==> src/rtl/ldm_stm_sequencer.sv <==
// ldm_stm_sequencer
//
// Expands a single LDM/STM instruction into a sequence of one-per-cycle
// transfers between the register bank and data memory. While the list is
// being walked, busy stalls fetch/decode; a one-cycle done pulse marks the end.
//
// Ports
//   clk, reset            clock, synchronous active-high reset
//   start                 launch request (only looked at in IDLE)
//   is_load, up, wback    LDM/STM, increment-after/decrement-before, writeback
//   rn, base              base register index and its current value
//   reg_list              16-bit register list, bit i selects Ri
//   mem_rd                memory read data for mem_addr (combinational)
//   rf_rd1                bank read data for rf_a1 (combinational)
//   mem_addr/we/wd        data memory port
//   rf_a1                 bank read address used by STM
//   rf_we3/a3/wd3         bank write port (R0-R14, and the Rn writeback)
//   pc_we/pc_wd           PC load for LDM that includes R15
//   busy, done            sequence status

module ldm_stm_sequencer #(
  parameter int N = 4,
  parameter int M = 32
) (
  input  logic         clk,
  input  logic         reset,
  input  logic         start,
  input  logic         is_load,
  input  logic         up,
  input  logic         wback,
  input  logic [N-1:0] rn,
  input  logic [M-1:0] base,
  input  logic [15:0]  reg_list,
  input  logic [M-1:0] mem_rd,
  input  logic [M-1:0] rf_rd1,
  output logic [M-1:0] mem_addr,
  output logic         mem_we,
  output logic [M-1:0] mem_wd,
  output logic [N-1:0] rf_a1,
  output logic         rf_we3,
  output logic [N-1:0] rf_a3,
  output logic [M-1:0] rf_wd3,
  output logic         pc_we,
  output logic [M-1:0] pc_wd,
  output logic         busy,
  output logic         done
);

  typedef enum logic [1:0] {IDLE, XFER, WB, DONE} state_t;

  state_t       state;
  logic         ld_r;
  logic         wb_r;
  logic         rn_hit;
  logic [N-1:0] rn_r;
  logic [15:0]  list_r;
  logic [M-1:0] addr_r;
  logic [M-1:0] final_r;

  logic [4:0]   cnt;
  logic [M-1:0] span;
  logic [3:0]   idx;
  logic [15:0]  rest;

  // Block size in bytes (4 per listed register) of the incoming list.
  always_comb begin
    cnt = 5'd0;
    for (int i = 0; i < 16; i++) begin
      cnt = cnt + {4'd0, reg_list[i]};
    end
    span = M'({cnt, 2'b00});
  end

  // Lowest set bit of the remaining list is the register moved this cycle;
  // scanning downward lets the lowest index be the last assignment.
  always_comb begin
    idx = 4'd0;
    for (int i = 15; i >= 0; i--) begin
      if (list_r[i]) idx = 4'(i);
    end
    rest = list_r & (list_r - 16'd1);
  end

  always_ff @(posedge clk) begin
    if (reset) begin
      state   <= IDLE;
      ld_r    <= 1'b0;
      wb_r    <= 1'b0;
      rn_hit  <= 1'b0;
      rn_r    <= '0;
      list_r  <= '0;
      addr_r  <= '0;
      final_r <= '0;
    end else begin
      case (state)
        IDLE: begin
          if (start) begin
            ld_r    <= is_load;
            wb_r    <= wback;
            rn_r    <= rn;
            rn_hit  <= reg_list[rn];
            list_r  <= reg_list;
            // Decrement-before starts at the bottom of the block and still
            // walks upward, so both modes share the +4 step below.
            addr_r  <= up ? base : base - span;
            final_r <= up ? base + span : base - span;
            state   <= (reg_list != 16'd0) ? XFER : DONE;
          end
        end
        XFER: begin
          list_r <= rest;
          addr_r <= addr_r + M'(4);
          if (rest == 16'd0) begin
            // A load that includes Rn keeps the loaded value, not the address.
            state <= (wb_r && !(ld_r && rn_hit)) ? WB : DONE;
          end
        end
        WB:      state <= DONE;
        DONE:    state <= IDLE;
        default: state <= IDLE;
      endcase
    end
  end

  // Output decode from registered state; only the memory/bank read data
  // pass straight through.
  always_comb begin
    mem_addr = '0;
    mem_we   = 1'b0;
    mem_wd   = '0;
    rf_a1    = '0;
    rf_we3   = 1'b0;
    rf_a3    = '0;
    rf_wd3   = '0;
    pc_we    = 1'b0;
    pc_wd    = '0;
    busy     = 1'b0;
    done     = 1'b0;
    case (state)
      XFER: begin
        busy     = 1'b1;
        mem_addr = addr_r;
        if (ld_r) begin
          if (idx == 4'd15) begin
            pc_we = 1'b1;
            pc_wd = mem_rd;
          end else begin
            rf_we3 = 1'b1;
            rf_a3  = N'(idx);
            rf_wd3 = mem_rd;
          end
        end else begin
          rf_a1  = N'(idx);
          mem_we = 1'b1;
          mem_wd = rf_rd1;
        end
      end
      WB: begin
        busy   = 1'b1;
        rf_we3 = 1'b1;
        rf_a3  = rn_r;
        rf_wd3 = final_r;
      end
      DONE:    done = 1'b1;
      default: ;
    endcase
  end

endmodule

==> config.mk <==
export PLATFORM = sky130hd
export DESIGN_NAME = ldm_stm_sequencer
export DESIGN_NICKNAME = d
export VERILOG_FILES = /design/src/rtl/ldm_stm_sequencer.sv
export SDC_FILE = /design/constraint.sdc
export NUM_CORES = 1
export LEC_CHECK = 0
export CAP_MARGIN = 5
export CORE_MARGIN = 2
export CORE_UTILIZATION = 47
export DETAILED_ROUTE_END_ITERATION = 7
export PLACE_DENSITY = 0.86
export SYNTH_ARGS = -nofsm -noshare
export SYNTH_HDL_FRONTEND = slang
export SYNTH_SLANG_ARGS = --single-unit
export TNS_END_PERCENT = 20
==> constraint.sdc <==
create_clock -name clk -period 8.05 [get_ports clk]
set_input_delay 1.61 -clock clk [delete_from_list [all_inputs] [get_ports clk]]
set_output_delay 1.61 -clock clk [all_outputs]
set_load 0.005 [all_outputs]
==> out/qor.csv, run 1 <==
metric;value;unit
status;complete, no violations;
clk_pin_slew;70;ps
ys_warn_count;0;
start_util;47.7;%
post_cts_buffers;0;
drv_cap;0;
crit_type;primary input to register;
wl;28.3;mm
ys_types;69;
ioPinCount;263;
rows;47;
async_flop_share;0;%
cts-buffers-inserted;9;
yosys_most_used_dff;dfxtp_1;
syn2layout_area_growth;38.3;%
start_kind;primary input;
slew_viol_final;0;
cts_resized;0;
core;16400;µm²
p_leak;3.89;nW
irDropWorstVdd;158;µV
max_slew_margin;18.3;%
syn_inst;1067;
synth_edf_count;0;
drive_gt1_share;4.03;%
fp.dieArea;17700;µm²
hold_viol;0;
grt_pass1_vias;8513;
tns;0;ps
grt_remaining_overflow;0;
hold_path_class;register to register;
fmax;141;MHz
clock-root-buffer;clkbuf_16;
die_h;133;µm
gp_congestion;0.954;
grt_pass1_wl;45.1;mm
cp-end-kind;register;
post_drt_wl_per_cell;19.0;µm
ys_seq_area_share;22.8;%
via_per_inst;6.23;
drc_errors;0;
io_buffers;262;
cp_cell_sequence;clkdlybuf4s50_1, inv_1, fa_1, fa_1, fa_1, fa_1, inv_1, ha_1, a21o_1, a21oi_1, xnor2_1, ha_1, nor2b_1, o21bai_1, nand4_1, buf_4, nor4_1, o21ai_0, a32o_1;
synth_nets;1223;
worst_pin_slew;1220;ps
synth_seq_cells;89;
dpl.hpwl;21.0;mm
hold_buffers;0;
rsz0062_at_grt;no;
synth_area_leader_cell;dfxtp_1;
avgSynthCellArea;7.34;µm²
synth_top_area_share;22.8;%
cpMostUsedCell;fa_1;
grt_max_degree;62;
die_w;133;µm
vias;9259;
htreeDepth;3;
cp_max_fo;19;
worstSkewPairLatency;360;ps
final_nets;1417;
synthesis.area;7830;µm²
first_pass_iters;5;
antenna_left;0;
synth_area_leaders;dfxtp_1 (23%), and2_1 (8.4%), a21oi_1 (4.9%);
grtUsageTotal;31.5;%
finalInstanceArea;10800;µm²
antenna_found_initial;1;
worst_ep_required_time;8300;ps
slowest_stage;fa_1;
finalCritPeriodShare;88.2;%
clk_path_buf_depth;2;
drt_iter0_markers;930;
placed_area;10500;µm²
cp.arrival;7350;ps
finalSetupViolations;0;
cts_tree;yes;
crit_path_max_incr_delay;580;ps
power.density;275;nW/µm²
fin_skew;5.75;ps
cts_sinks;89;
finalCriticalPeriod;7100;ps
[cells in the final DEF, fill, tap and decap left out, drive strengths merged, types with 7 or more instances in the layout]
cell type / synthesis / layout
a211oi: 17 / 17
or3: 8 / 8
nor3: 31 / 31
a21oi: 76 / 76
and3: 15 / 15
nand3: 56 / 56
or4: 10 / 10
xnor2: 22 / 22
a22oi: 10 / 10
buf: 13 / 13
a2111oi: 7 / 7
nand4: 23 / 23
a31oi: 11 / 11
and4: 10 / 10
o21ai: 52 / 52
dfxtp: 89 / 89
a21o: 10 / 10
and2: 105 / 105
clkdlybuf4s50: 0 / 261
nor4: 19 / 19
nand2: 98 / 98
ha: 22 / 22
xor2: 12 / 12
nor2: 66 / 66
fa: 12 / 12
inv: 46 / 47
a32o: 37 / 37
clkbuf: 78 / 10
[stage by stage]
step	std cells	hold slack (ps)	worst slack [ps]	utilization (%)	power, mW
6_report	1487	444	947	66.0	2.98
3_3_place_gp	1470	436	801	63.9	2.42
3_5_place_dp	1470	438	632	63.9	2.44
4_1_cts	1486	448	988	66.0	2.96
5_1_grt	1487	483	426	66.0	3.20
2_1_floorplan	1067	422	1530	-	1.81
[routing by layer]
| layer | wire [µm] | up-vias | part of all wire, % | global-route usage, % |
|---|---|---|---|---|
| met2 | 13000 | 631 | 46 | 51.4 |
| li1 | - | 4306 | - | - |
| met5 | 0 | - | 0 | 0 |
| met1 | 11300 | 4252 | 40 | 41.6 |
| met4 | 785 | 0 | 2.8 | 11.6 |
| met3 | 3220 | 70 | 11 | 5.56 |
[final timing paths]
check / startpoint / end / slack (ps) / cells past startpoint
worst max register to register: state[1] / addr_r[20] / 4700 / 9
worst max-delay path: reg_list[11] / final_r[20] / 950 / 19
worst min-delay path: final_r[31] / final_r[31] / 440 / 2
worst min register to register: final_r[31] / final_r[31] / 440 / 2
[flip-flops by register name, indices dropped and copies added, names as in the netlist]
signal / cells
ld_r: 1
state: 2
wb_r: 1
rn_hit: 1
final_r: 32
rn_r: 4
addr_r: 32
list_r: 16
[cell families (layout without fill, tap and decap cells)]
| kind of cell | Yosys count | in the layout | synth area share [%] |
|---|---|---|---|
| AOI/OAI and AO/OA | 292 | 292 | 25.9 |
| xor gates and xnor gates | 34 | 34 | 3.80 |
| adders and majority gates | 36 | 36 | 6.84 |
| buffers and inverters | 138 | 337 | 6.68 |
| DFF | 89 | 89 | 22.8 |
| muxes | 13 | 13 | 2.49 |
| other | 0 | 1 | 0 |
| and+or+nand+nor | 465 | 465 | 31.6 |
[critical path: cells and delay by family]
family / cells / cell delay, ps
buffers and inverters: 4 / 960
AO/OA/AOI/OAI: 5 / 1160
adder cells (fa/ha/maj): 6 / 2720
AND/OR/NAND/NOR: 3 / 780
XOR/XNOR: 1 / 110
[layout make-up]
type / instances / area [µm²]
sequential: 89 / 1780
tap: 220 / 275
clock inverter: 6 / 114
inverter: 47 / 176
multi-input combinational: 840 / 5540
fill: 1388 / 5570
timing repair buffer: 274 / 2710
antenna: 1 / 2.50
clock buffer: 10 / 239
[synth_stat cells, types with 5 or more instances]
cell,n
a32o_1,37
a21oi_1,76
o21ai_0,52
o31ai_1,6
clkbuf_1,78
a2111oi_0,6
o211ai_1,6
a31oi_1,11
mux4_2,5
o311ai_0,6
a211oi_1,17
mux2i_1,6
a21o_1,10
nor4_1,17
nand3_1,56
nand4_1,23
or4_1,9
and4_1,10
or3_1,8
nor3_1,30
nor2_1,66
ha_1,22
dfxtp_1,89
nand2b_1,6
a2bb2oi_1,5
xnor2_1,22
fa_1,12
xor2_1,12
and3_1,15
and2_1,105
inv_1,46
a22oi_1,10
nand2_1,98
buf_1,9
[report_power, final]
part | total (mW) | switching (mW) | internal [mW]
sequential | 0.699 | 0.136 | 0.563
clock | 0.505 | 0.192 | 0.313
combinational | 1.78 | 1.03 | 0.743
No activity file was read; power rests on OpenSTA's default activity.
==> run 2: changes to the inputs <==
--- a/config.mk
+++ b/config.mk
@@ -5,7 +5,6 @@
 export SDC_FILE = /design/constraint.sdc
 export NUM_CORES = 1
 export LEC_CHECK = 0
-export CAP_MARGIN = 5
 export CORE_MARGIN = 2
 export CORE_UTILIZATION = 47
 export DETAILED_ROUTE_END_ITERATION = 7
==> results of run 2 <==
Final layout, timing and power as in run 1 (identical DEF).
